===== src/rtl/vga_timing_ctrl.sv =====
// vga_timing_ctrl: programmable VGA timing sequencer with a shadowed config bank.
// Optional macro VGA_SYNC_POL_EN adds a shadowed sync-polarity register at address 8.
module vga_timing_ctrl #(
    parameter int REZ_MAX_WIDTH = 11,
`ifdef VGA_SYNC_POL_EN
    parameter int CFG_AW        = 4,
`else
    parameter int CFG_AW        = 3,
`endif
    parameter int DEF_H_MAX     = 799,
    parameter int DEF_HS_END    = 95,
    parameter int DEF_HA_START  = 144,
    parameter int DEF_HA_END    = 783,
    parameter int DEF_V_MAX     = 524,
    parameter int DEF_VS_END    = 1,
    parameter int DEF_VA_START  = 35,
    parameter int DEF_VA_END    = 514
) (
    input  logic                     clk,
    input  logic                     rst_n,
    input  logic                     pix_ce,
    input  logic                     cfg_valid,
    output logic                     cfg_ready,
    input  logic [CFG_AW-1:0]        cfg_addr,
    input  logic [REZ_MAX_WIDTH-1:0] cfg_data,
    input  logic                     cfg_commit,
    output logic [REZ_MAX_WIDTH-1:0] Count_h,
    output logic [REZ_MAX_WIDTH-1:0] Count_v,
    output logic [REZ_MAX_WIDTH-1:0] H_left_margin,
    output logic [REZ_MAX_WIDTH-1:0] H_right_margin,
    output logic [REZ_MAX_WIDTH-1:0] V_left_margin,
    output logic [REZ_MAX_WIDTH-1:0] V_right_margin,
    output logic                     hsync,
    output logic                     vsync,
    output logic                     frame_start,
    output logic                     cfg_applied
);

    localparam int W = REZ_MAX_WIDTH;

    typedef logic [W-1:0] word_t;

    localparam int A_H_MAX    = 0;
    localparam int A_HS_END   = 1;
    localparam int A_HA_START = 2;
    localparam int A_HA_END   = 3;
    localparam int A_V_MAX    = 4;
    localparam int A_VS_END   = 5;
    localparam int A_VA_START = 6;
    localparam int A_VA_END   = 7;

    localparam word_t C_DEF [8] = '{
        word_t'(DEF_H_MAX),
        word_t'(DEF_HS_END),
        word_t'(DEF_HA_START),
        word_t'(DEF_HA_END),
        word_t'(DEF_V_MAX),
        word_t'(DEF_VS_END),
        word_t'(DEF_VA_START),
        word_t'(DEF_VA_END)
    };

    typedef enum logic {
        S_IDLE = 1'b0,
        S_PEND = 1'b1
    } state_t;

    state_t r_state;
    state_t w_state_nx;

    word_t  r_shadow [8];
    word_t  r_live   [8];
    word_t  r_count_h;
    word_t  r_count_v;
    logic   r_hsync;
    logic   r_vsync;
    logic   r_frame_start;
    logic   r_cfg_applied;

    logic   w_pending;
    logic   w_xfer;
    logic   w_wr;
    logic   w_commit;
    logic   w_addr_tim;
    logic   w_h_end;
    logic   w_v_end;
    logic   w_wrap;
    logic   w_apply;
    logic   w_hs_act;
    logic   w_vs_act;
    logic   w_hs_lvl;
    logic   w_vs_lvl;

    assign w_pending = (r_state == S_PEND);
    assign w_xfer    = cfg_valid & ~w_pending;
    assign w_wr      = w_xfer & ~cfg_commit;
    assign w_commit  = w_xfer & cfg_commit;

    assign w_h_end   = (r_count_h >= r_live[A_H_MAX]);
    assign w_v_end   = (r_count_v >= r_live[A_V_MAX]);
    assign w_wrap    = pix_ce & w_h_end & w_v_end;
    // Only a commit already pending before the wrap edge goes live here.
    assign w_apply   = w_wrap & w_pending;

    assign w_hs_act  = (r_count_h <= r_live[A_HS_END]);
    assign w_vs_act  = (r_count_v <= r_live[A_VS_END]);

`ifdef VGA_SYNC_POL_EN
    logic [1:0] r_pol_shadow;
    logic [1:0] r_pol_live;
    logic       w_addr_pol;

    assign w_addr_tim = (cfg_addr[CFG_AW-1:3] == '0);
    assign w_addr_pol = (cfg_addr == CFG_AW'(8));
    assign w_hs_lvl   = w_hs_act ~^ r_pol_live[0];
    assign w_vs_lvl   = w_vs_act ~^ r_pol_live[1];

    always_ff @(posedge clk or negedge rst_n) begin
        if (!rst_n) begin
            r_pol_shadow <= 2'b00;
            r_pol_live   <= 2'b00;
        end else begin
            if (w_wr && w_addr_pol) begin
                r_pol_shadow <= cfg_data[1:0];
            end
            if (w_apply) begin
                r_pol_live <= r_pol_shadow;
            end
        end
    end
`else
    assign w_addr_tim = 1'b1;
    assign w_hs_lvl   = ~w_hs_act;
    assign w_vs_lvl   = ~w_vs_act;
`endif

    always_comb begin
        w_state_nx = r_state;
        case (r_state)
            S_IDLE: begin
                if (w_commit) begin
                    w_state_nx = S_PEND;
                end
            end
            S_PEND: begin
                if (w_apply) begin
                    w_state_nx = S_IDLE;
                end
            end
            default: w_state_nx = S_IDLE;
        endcase
    end

    always_ff @(posedge clk or negedge rst_n) begin
        if (!rst_n) begin
            r_state <= S_IDLE;
        end else begin
            r_state <= w_state_nx;
        end
    end

    always_ff @(posedge clk or negedge rst_n) begin
        if (!rst_n) begin
            r_shadow <= C_DEF;
            r_live   <= C_DEF;
        end else begin
            if (w_wr && w_addr_tim) begin
                r_shadow[cfg_addr[2:0]] <= cfg_data;
            end
            if (w_apply) begin
                r_live <= r_shadow;
            end
        end
    end

    always_ff @(posedge clk or negedge rst_n) begin
        if (!rst_n) begin
            r_count_h <= '0;
            r_count_v <= '0;
        end else if (pix_ce) begin
            if (w_h_end) begin
                r_count_h <= '0;
                r_count_v <= w_v_end ? '0 : r_count_v + 1'b1;
            end else begin
                r_count_h <= r_count_h + 1'b1;
            end
        end
    end

    // Syncs lag the counters by one pixel to line up with the colour stage.
    always_ff @(posedge clk or negedge rst_n) begin
        if (!rst_n) begin
            r_hsync <= 1'b1;
            r_vsync <= 1'b1;
        end else if (pix_ce) begin
            r_hsync <= w_hs_lvl;
            r_vsync <= w_vs_lvl;
        end
    end

    always_ff @(posedge clk or negedge rst_n) begin
        if (!rst_n) begin
            r_frame_start <= 1'b0;
            r_cfg_applied <= 1'b0;
        end else begin
            r_frame_start <= w_wrap;
            r_cfg_applied <= w_apply;
        end
    end

    assign cfg_ready      = ~w_pending;
    assign Count_h        = r_count_h;
    assign Count_v        = r_count_v;
    assign H_left_margin  = r_live[A_HA_START];
    assign H_right_margin = r_live[A_HA_END];
    assign V_left_margin  = r_live[A_VA_START];
    assign V_right_margin = r_live[A_VA_END];
    assign hsync          = r_hsync;
    assign vsync          = r_vsync;
    assign frame_start    = r_frame_start;
    assign cfg_applied    = r_cfg_applied;

endmodule

===== config.mk =====
export PLATFORM = sky130hd
export DESIGN_NAME = vga_timing_ctrl
export DESIGN_NICKNAME = d
export VERILOG_FILES = /design/src/rtl/vga_timing_ctrl.sv
export SDC_FILE = /design/constraint.sdc
export NUM_CORES = 1
export LEC_CHECK = 0
export CAP_MARGIN = 10
export CORE_MARGIN = 1.5
export CORE_UTILIZATION = 40
export DETAILED_ROUTE_END_ITERATION = 6
export SLEW_MARGIN = 20
export SYNTH_ARGS = -nofsm -noshare
export SYNTH_HDL_FRONTEND = slang
export SYNTH_SLANG_ARGS = --single-unit

===== constraint.sdc =====
create_clock -name clk -period 3.4 [get_ports clk]
set_input_delay 0.68 -clock clk [delete_from_list [all_inputs] [get_ports clk]]
set_output_delay 0.68 -clock clk [all_outputs]
set_load 0.1 [all_outputs]

==> flow_summary.html, run 1 <==
<table>
<tr><th>Metric</th><th>Value</th></tr>
<tr><th colspan="2">Run status</th></tr>
<tr><td>Status</td><td>complete, no violations</td></tr>
<tr><th colspan="2">Global route</th></tr>
<tr><td>Wire length of the first global-routing pass</td><td>roughly 31000 microns</td></tr>
<tr><td>Gr usage total</td><td>roughly 17%</td></tr>
<tr><td>Antenna violations before repair</td><td>1</td></tr>
<tr><td>Global route overflow</td><td>0</td></tr>
<tr><td>Largest net degree at the start of global routing</td><td>a little over 80</td></tr>
<tr><td>Number of global-route vias before repair</td><td>5711</td></tr>
<tr><th colspan="2">Synth</th></tr>
<tr><td>Post-synth top area share</td><td>37.59%</td></tr>
<tr><td>Synthesized net count</td><td>roughly 770</td></tr>
<tr><td>Most used standard cell by instance count after synthesis</td><td>mux2_2</td></tr>
<tr><td>Post-synthesis cell type with the largest combined area</td><td>dfrtp_1</td></tr>
<tr><td>Number of synthesized flops with an enable pin</td><td>0</td></tr>
<tr><td>Cell types occupying the most area after synthesis</td><td>dfrtp_1 38%, mux2_2 20%, dfstp_2 17%</td></tr>
<tr><td>Combinational family with the most area after synthesis</td><td>multiplexers</td></tr>
<tr><td>Number of register bits inferred by synthesis</td><td>slightly above 200</td></tr>
<tr><td>Unique masters post-synth</td><td>between 40 and 50</td></tr>
<tr><td>Post-synthesis mux area share</td><td>about a fifth</td></tr>
<tr><td>Fraction of registers with async set/reset</td><td>between 90% and 100%</td></tr>
<tr><td>Top cells by count, synth</td><td>168 x mux2_2, 141 x dfrtp_1, 62 x dfstp_2</td></tr>
<tr><td>Syn avg cell area</td><td>about 13 sq um</td></tr>
<tr><td>Area fraction in compound gates after synthesis</td><td>between 5 and 6%</td></tr>
<tr><td>Gate count of the mapped netlist</td><td>700</td></tr>
<tr><td>XOR/XNOR Fraction of Synth Area</td><td>less than 1%</td></tr>
<tr><td>Simple-Gate Fraction of Synth Area</td><td>4.959%</td></tr>
<tr><td>Netlist area before placement</td><td>~9400 sq um</td></tr>
<tr><td>Number of synthesis warnings</td><td>0</td></tr>
<tr><td>Top FF cell, synth</td><td>dfrtp_1</td></tr>
<tr><td>Proportion of synthesized chip area in sequential cells</td><td>54.95%</td></tr>
<tr><td>Adder-Cell Fraction of Synth Area</td><td>~6.1%</td></tr>
<tr><th colspan="2">STA</th></tr>
<tr><td>Final worst clock skew</td><td>~0.022 ns</td></tr>
<tr><td>Peak clock frequency supported by timing</td><td>342.1 MHz</td></tr>
<tr><td>Unrepaired setup endpoints after global routing</td><td>false</td></tr>
<tr><td>Share of the clock period used by the worst path</td><td>85.97%</td></tr>
<tr><td>Slew HR</td><td>between 30% and 40%</td></tr>
<tr><td>Final Hold Violating Endpoints</td><td>0</td></tr>
<tr><td>Endpoints failing setup</td><td>0</td></tr>
<tr><td>Worst hold slack</td><td>between 0.2 and 0.25 ns</td></tr>
<tr><td>Minimum period implied by the final worst setup slack</td><td>about 2.9 ns</td></tr>
<tr><td>Slew of the pin with the lowest slew margin</td><td>between 0.9 and 1 ns</td></tr>
<tr><td>Max-slew violations</td><td>0</td></tr>
<tr><td>Setup total negative slack</td><td>0 ns</td></tr>
<tr><th colspan="2">Die</th></tr>
<tr><td>Initial Util</td><td>41.08%</td></tr>
<tr><td>Die area</td><td>about 24000 sq um</td></tr>
<tr><td>Core region area</td><td>between 20000 and 25000 sq um</td></tr>
<tr><td>Die Height</td><td>roughly 160 microns</td></tr>
<tr><td>Top-level port count</td><td>90</td></tr>
<tr><td>Standard-cell row count</td><td>55</td></tr>
<tr><td>Die width</td><td>around 160 microns</td></tr>
<tr><th colspan="2">Setup path</th></tr>
<tr><td>Sort of element at the end of the critical path</td><td>flop</td></tr>
<tr><td>Worst Setup Start Kind</td><td>flop</td></tr>
<tr><td>Largest delay contributor family on the critical path</td><td>compound AO/OA/AOI/OAI gates</td></tr>
<tr><td>Cell breakdown of the critical path</td><td>ha_1 &gt; and3_4 &gt; a221oi_2 &gt; o2bb2ai_1 &gt; a31o_4 &gt; nand3_4 &gt; buf_12 &gt; mux2_2</td></tr>
<tr><td>Critical path arrival</td><td>roughly 3.3 ns</td></tr>
<tr><td>CP max FO</td><td>between 80 and 90</td></tr>
<tr><td>Maximum single-stage delay on the critical path</td><td>~0.47 ns</td></tr>
<tr><td>CP Buf/Inv Count</td><td>1</td></tr>
<tr><td>Register-to-Register Path Depth</td><td>8</td></tr>
<tr><td>Startpoint of the most critical register-to-register path</td><td>Count_h[6]$_DFFE_PN0P_</td></tr>
<tr><td>Worst Path Required</td><td>about 3.8 ns</td></tr>
<tr><td>Crit Path Class</td><td>flop to flop</td></tr>
<tr><td>R2R setup slack</td><td>0.48 ns</td></tr>
<tr><td>Endpoint of the most critical register-to-register path</td><td>V_right_margin[8]$_DFFE_PN0P_</td></tr>
<tr><td>Cell with the largest stage delay on the worst path</td><td>dfrtp_1</td></tr>
<tr><td>Stages on the worst setup path</td><td>8</td></tr>
<tr><td>End point of the critical path</td><td>V_right_margin[8]$_DFFE_PN0P_</td></tr>
<tr><td>Startpoint of the most critical setup path</td><td>Count_h[6]$_DFFE_PN0P_</td></tr>
<tr><th colspan="2">Clocking</th></tr>
<tr><td>Latest clock arrival within the worst-skew pair</td><td>roughly 0.5 ns</td></tr>
<tr><td>Clock sink count</td><td>approximately 200</td></tr>
<tr><td>CTS H-tree lvls</td><td>1</td></tr>
<tr><td>Clk pin slew, worst setup/hold paths</td><td>~0.06 ns</td></tr>
<tr><td>Cells resized by post-CTS repair</td><td>0</td></tr>
<tr><td>Maximum buffer depth of the clock tree</td><td>3</td></tr>
<tr><td>Number of buffers added to fix hold violations after cts</td><td>0</td></tr>
<tr><td>Clock tree from TritonCTS</td><td>built</td></tr>
<tr><td>TritonCTS buffer count</td><td>22</td></tr>
<tr><td># Post-CTS Setup Buffers</td><td>0</td></tr>
<tr><td>Clock Tree Root</td><td>clkbuf_16</td></tr>
<tr><th colspan="2">Drt</th></tr>
<tr><td>Detailed-route vias per instance</td><td>5.016</td></tr>
<tr><td>Antenna-violating nets left</td><td>0</td></tr>
<tr><td>Vias</td><td>between 5000 and 6000</td></tr>
<tr><td>First-pass iteration count of the detailed router</td><td>4</td></tr>
<tr><td>Violation count after the first detailed-routing iteration</td><td>about 200</td></tr>
<tr><td>Post-route DRC</td><td>0</td></tr>
<tr><td>DRT Wirelength</td><td>about 19000 microns</td></tr>
<tr><td>Wire per inst</td><td>between 15 and 20 microns</td></tr>
<tr><th colspan="2">Layout</th></tr>
<tr><td>NumNets Final</td><td>~800</td></tr>
<tr><td>Antenna fix cells</td><td>0</td></tr>
<tr><td>Fraction of final layout cells sized beyond drive strength 1</td><td>43.91%</td></tr>
<tr><td>Cell area after layout</td><td>around 11000 sq um</td></tr>
<tr><td>Fillers</td><td>between 2000 and 2500</td></tr>
<tr><td>FF+latch area</td><td>5157 sq um</td></tr>
<tr><td>Area delta synth-&gt;final</td><td>15.73%</td></tr>
<tr><td>Non-filler cells, final</td><td>around 1100</td></tr>
<tr><td>Multi-input combinational cell area</td><td>about 3600 sq um</td></tr>
<tr><th colspan="2">Placement</th></tr>
<tr><td>Weighted congestion at the end of routability-driven global placement</td><td>around 0.75</td></tr>
<tr><td>Number of placed instances, taps included</td><td>1045</td></tr>
<tr><td>Detailed placement HPWL</td><td>13360 microns</td></tr>
<tr><td>Total placed instance area</td><td>10140 sq um</td></tr>
<tr><td>I/O Buffers</td><td>between 80 and 90</td></tr>
<tr><th colspan="2">Flow run</th></tr>
<tr><td>Max-capacitance violation count</td><td>0</td></tr>
<tr><th colspan="2">Power</th></tr>
<tr><td>Power per standard cell area</td><td>between 1000 and 1500 nW/um^2</td></tr>
<tr><td>Total power consumption of the routed design</td><td>11.41 mW</td></tr>
<tr><td>Leakage Power</td><td>5.215 nW</td></tr>
<tr><td>Max VDD drop</td><td>around 0.9 mV</td></tr>
<tr><th colspan="2">Hold path</th></tr>
<tr><td>Path type of the worst min-delay path</td><td>input port to async pin</td></tr>
</table>
[sequential cells by signal (all words and copies together), names as in the netlist, 11 cells and up]
signal,cells
r_shadow,88
r_live,44
Count_h,11
Count_v,11
H_left_margin,11
H_right_margin,11
V_left_margin,11
V_right_margin,11
[logic make-up after synthesis]
group / count (synthesis)
AND/OR/NAND/NOR: 86
XOR/XNOR: 6
flip-flops: 203
buffers and inverters: 114
multiplexers: 178
AO/OA/AOI/OAI: 67
adder cells (fa/ha/maj): 46
[metal layers]
metal,vias up,global-route usage (%),wire length [microns]
li1,2530,-,-
met1,2786,22.58,9101
met2,98,27.17,9167
met3,28,2.889,776
met4,0,4.535,388
met5,-,0,0
[placed cells by master, fill, tap and decap left out, types with 2 or more instances in the layout]
cell             count
mux2_2             168
dfrtp_1            141
buf_4               69
dfstp_2             62
inv_1               49
ha_1                46
clkdlybuf4s50_1     25
clkbuf_16           22
nor2_1              20
nand2_1             15
o21ai_0             15
a21o_1              13
nor2b_1             12
and3_1              10
nand3_1              9
mux2_1               9
a22o_1               9
clkbuf_1             9
a21oi_1              6
o2bb2ai_1            5
nand4_1              5
nand2b_1             4
xnor2_1              4
clkbuf_8             4
and2_1               3
o31ai_1              3
a31oi_1              2
o21a_1               2
xor2_1               2
and4_1               2
a211oi_1             2
clkinv_2             2
bufinv_16            2
buf_12               2
[per-stage QoR]
step | utilization [%] | setup WS [ns]
after floorplan | - | 0.4050
after global placement | 44.39 | 0.5321
after detailed placement | 44.39 | 0.5139
after CTS | 47.55 | 0.5074
after global routing | 47.55 | 0.3373
final | 47.55 | 0.4772
[worst min path at each step]
| stage | end | cells past startpoint | startpoint | slack (ns) |
|---|---|---|---|---|
| final | cfg_applied$_DFF_PN0_ | 1 | rst_n | 0.21 |
| after global routing | r_shadow[40]$_DFFE_PN0P_ | 1 | rst_n | 0.25 |
| after CTS | r_shadow[54]$_DFFE_PN0P_ | 1 | rst_n | 0.23 |
| after detailed placement | H_right_margin[4]$_DFFE_PN0P_ | 1 | r_shadow[48]$_DFFE_PN0P_ | 0.47 |
| after global placement | H_right_margin[4]$_DFFE_PN0P_ | 1 | r_shadow[48]$_DFFE_PN0P_ | 0.46 |
| after floorplan | Count_h[0]$_DFFE_PN0P_ | 0 | rst_n | 0.38 |
[area by class of cell]
type,instances,share of cell area [%]
clock inverter,6,0.8754
clock buffer,34,5.759
tap,313,3.605
timing repair buffer,97,7.567
inverter,49,1.693
sequential,203,47.48
multi-input combinational,383,33.02
[power by group]
group	internal, mW	leakage [nW]	switching [mW]	total, mW
Clock	1.42	0.351	0.929	2.35
Sequential	3.59	2.50	0.587	4.18
Combinational	1.61	2.36	3.27	4.88
No activity file was read; power rests on OpenSTA's default activity.
==> run 2: changes to the inputs <==
--- a/config.mk
+++ b/config.mk
@@ -9,6 +9,7 @@
 export CORE_MARGIN = 1.5
 export CORE_UTILIZATION = 40
 export DETAILED_ROUTE_END_ITERATION = 6
+export PLACE_DENSITY = 0.59
 export SLEW_MARGIN = 20
 export SYNTH_ARGS = -nofsm -noshare
 export SYNTH_HDL_FRONTEND = slang
==> flow_summary.html, run 2 (synthesis results as in run 1) <==
<table>
<tr><th>Metric</th><th>Value</th></tr>
<tr><th colspan="2">Setup path</th></tr>
<tr><td>Maximum single-stage delay on the critical path</td><td>~0.48 ns</td></tr>
<tr><td>CP max FO</td><td>36</td></tr>
<tr><td>Worst Path Required</td><td>~3.8 ns</td></tr>
<tr><td>Stages on the worst setup path</td><td>8</td></tr>
<tr><td>Register-to-Register Path Depth</td><td>8</td></tr>
<tr><td>Critical path arrival</td><td>between 3 and 4 ns</td></tr>
<tr><td>Crit Path Class</td><td>flop to flop</td></tr>
<tr><td>Largest delay contributor family on the critical path</td><td>simple AND/OR/NAND/NOR gates</td></tr>
<tr><td>Sort of element at the end of the critical path</td><td>flop</td></tr>
<tr><td>Worst Setup Start Kind</td><td>flop</td></tr>
<tr><td>Cell with the largest stage delay on the worst path</td><td>dfrtp_1</td></tr>
<tr><td>CP Buf/Inv Count</td><td>1</td></tr>
<tr><td>Cell breakdown of the critical path</td><td>ha_1 &gt; and3_1 &gt; nand3_1 &gt; o21a_1 &gt; o21ai_2 &gt; nand3_4 &gt; buf_12 &gt; mux2_2</td></tr>
<tr><th colspan="2">Global route</th></tr>
<tr><td>Largest net degree at the start of global routing</td><td>97</td></tr>
<tr><td>Global route overflow</td><td>0</td></tr>
<tr><td>Antenna violations before repair</td><td>0</td></tr>
<tr><td>Gr usage total</td><td>between 10% and 20%</td></tr>
<tr><td>Number of global-route vias before repair</td><td>5787</td></tr>
<tr><td>Wire length of the first global-routing pass</td><td>approximately 32000 microns</td></tr>
<tr><th colspan="2">Drt</th></tr>
<tr><td>First-pass iteration count of the detailed router</td><td>4</td></tr>
<tr><td>Vias</td><td>between 5000 and 6000</td></tr>
<tr><td>Violation count after the first detailed-routing iteration</td><td>roughly 240</td></tr>
<tr><td>Antenna-violating nets left</td><td>0</td></tr>
<tr><td>Detailed-route vias per instance</td><td>approximately 5</td></tr>
<tr><td>DRT Wirelength</td><td>about 20000 microns</td></tr>
<tr><td>Post-route DRC</td><td>0</td></tr>
<tr><td>Wire per inst</td><td>18.12 microns</td></tr>
<tr><th colspan="2">Die</th></tr>
<tr><td>Die Height</td><td>about 160 microns</td></tr>
<tr><td>Core region area</td><td>between 20000 and 25000 sq um</td></tr>
<tr><td>Standard-cell row count</td><td>between 50 and 60</td></tr>
<tr><td>Top-level port count</td><td>90</td></tr>
<tr><td>Initial Util</td><td>41.08%</td></tr>
<tr><td>Die width</td><td>~160 microns</td></tr>
<tr><td>Die area</td><td>between 20000 and 25000 sq um</td></tr>
<tr><th colspan="2">Power</th></tr>
<tr><td>Cell-internal power</td><td>6.589 mW</td></tr>
<tr><td>Switching power</td><td>slightly below 5 mW</td></tr>
<tr><td>Max VDD drop</td><td>0.8284 mV</td></tr>
<tr><td>Clock share of power</td><td>around a fifth</td></tr>
<tr><td>Sequential power share</td><td>between 30% and 40%</td></tr>
<tr><td>Share of total power in combinational logic</td><td>between 40 and 50%</td></tr>
<tr><td>Power per standard cell area</td><td>approximately 1000 nW/um^2</td></tr>
<tr><td>Leakage Power</td><td>around 5.2 nW</td></tr>
<tr><td>Total power consumption of the routed design</td><td>11.40 mW</td></tr>
<tr><td>Net switching share of the total power</td><td>a little over two fifths</td></tr>
<tr><th colspan="2">STA</th></tr>
<tr><td>Minimum period implied by the final worst setup slack</td><td>slightly below 3 ns</td></tr>
<tr><td>Slew HR</td><td>about a third</td></tr>
<tr><td>Unrepaired setup endpoints after global routing</td><td>false</td></tr>
<tr><td>Share of the clock period used by the worst path</td><td>a little under nine tenths</td></tr>
<tr><td>Endpoints failing setup</td><td>0</td></tr>
<tr><td>Final worst clock skew</td><td>~0.010 ns</td></tr>
<tr><td>Final Hold Violating Endpoints</td><td>0</td></tr>
<tr><td>Slew of the pin with the lowest slew margin</td><td>just under 1 ns</td></tr>
<tr><td>Max-slew violations</td><td>0</td></tr>
<tr><td>Setup total negative slack</td><td>0 ns</td></tr>
<tr><td>Peak clock frequency supported by timing</td><td>between 300 and 400 MHz</td></tr>
<tr><th colspan="2">Clocking</th></tr>
<tr><td>Clk pin slew, worst setup/hold paths</td><td>roughly 0.06 ns</td></tr>
<tr><td>Maximum buffer depth of the clock tree</td><td>3</td></tr>
<tr><td>Latest clock arrival within the worst-skew pair</td><td>roughly 0.5 ns</td></tr>
<tr><td>Clock Tree Root</td><td>clkbuf_16</td></tr>
<tr><td>CTS H-tree lvls</td><td>1</td></tr>
<tr><td>Number of buffers added to fix hold violations after cts</td><td>0</td></tr>
<tr><td>Clock tree from TritonCTS</td><td>built</td></tr>
<tr><td>TritonCTS buffer count</td><td>23</td></tr>
<tr><td>Clock sink count</td><td>203</td></tr>
<tr><td>Cells resized by post-CTS repair</td><td>0</td></tr>
<tr><td># Post-CTS Setup Buffers</td><td>0</td></tr>
<tr><th colspan="2">Placement</th></tr>
<tr><td>Weighted congestion at the end of routability-driven global placement</td><td>0.8035</td></tr>
<tr><td>I/O Buffers</td><td>89</td></tr>
<tr><td>Detailed placement HPWL</td><td>about 14000 microns</td></tr>
<tr><th colspan="2">Layout</th></tr>
<tr><td>Leading registers by flop count</td><td>r_shadow: 88 flops, r_live: 44 flops</td></tr>
<tr><td>Fraction of final layout cells sized beyond drive strength 1</td><td>43.94%</td></tr>
<tr><td>Top library cells by usage in the layout, fill and taps aside</td><td>168 x mux2_2, 141 x dfrtp_1, 69 x buf_4</td></tr>
<tr><td>NumNets Final</td><td>just over 800</td></tr>
<tr><td>Max FFs per register</td><td>slightly below 90</td></tr>
<tr><td>Register with the highest flop count</td><td>r_shadow</td></tr>
<tr><td>Leading cell type in the layout, fill and taps excluded</td><td>mux2_2</td></tr>
<tr><td>Antenna fix cells</td><td>0</td></tr>
<tr><td>Area delta synth-&gt;final</td><td>16.04%</td></tr>
<tr><th colspan="2">Run status</th></tr>
<tr><td>Status</td><td>complete, no violations</td></tr>
<tr><th colspan="2">Hold path</th></tr>
<tr><td>Path type of the worst min-delay path</td><td>input port to async pin</td></tr>
<tr><th colspan="2">Flow run</th></tr>
<tr><td>Max-capacitance violation count</td><td>0</td></tr>
</table>
run 2: changes by cell type in the layout (fill, tap and decap cells not counted):
cell and change:
clkbuf_8 -1, clkinv_4 +1, inv_6 -1, clkdlybuf4s50_1 +3, buf_12 +1, clkinvlp_4 +1, clkinv_2 +2, clkinv_8 -1
clkbuf_16 +1, clkbuf_1 -1, bufinv_16 -1
run 2: power by group through the flow:
stage / combinational (mW) / clock (mW) / sequential [mW]
3_3_place_gp: 4.82 / 0 / 4.19
4_1_cts: 4.95 / 2.37 / 4.20
6_report: 4.90 / 2.31 / 4.19
5_1_grt: 5.22 / 2.48 / 4.33
3_5_place_dp: 4.93 / 0 / 4.23
2_1_floorplan: 3.91 / 0 / 4.38
run 2: per-layer routing:
metal	wire length, microns	track usage [%]	vias up
li1	-	-	2523
met1	9253	23.31	2726
met2	9258	27.89	120
met3	893	2.778	31
met4	325	3.946	0
met5	0	0	-
run 2: area by class of cell:
cell class	count	area (sq um)
Clock inverter	7	66.31
Sequential cell	203	5157
Fill cell	2050	11960
Inverter	49	183.9
Tap cell	313	391.6
Clock buffer	33	633.1
Multi-Input combinational cell	383	3587
Timing Repair Buffer	101	872.1
run 2: final timing paths:
path	from	endpoint	slack [ns]
max in group asynchronous	rst_n	hsync$_DFFE_PN1P_	2.25
min	rst_n	r_shadow[49]$_DFFE_PN0P_	0.25
min in group clk	r_shadow[48]$_DFFE_PN0P_	H_right_margin[4]$_DFFE_PN0P_	0.48
max reg2reg	Count_v[6]$_DFFE_PN0N_	V_right_margin[0]$_DFFE_PN0P_	0.47
max	Count_v[6]$_DFFE_PN0N_	V_right_margin[0]$_DFFE_PN0P_	0.47
min reg2reg	r_shadow[48]$_DFFE_PN0P_	H_right_margin[4]$_DFFE_PN0P_	0.48
run 2: metrics by stage:
step / instances / hold WS, ns / setup slack [ns] / cell area (sq um) / util, %
3_3_place_gp: 1049 / 0.4646 / 0.4579 / 10190 / 44.61
5_1_grt: 1089 / 0.3074 / 0.2769 / 10890 / 47.67
4_1_cts: 1089 / 0.2734 / 0.4645 / 10890 / 47.67
6_report: 1089 / 0.2517 / 0.4709 / 10890 / 47.67
3_5_place_dp: 1049 / 0.4759 / 0.4104 / 10190 / 44.61
2_1_floorplan: 700 / 0.3844 / 0.4050 / 9387 / -
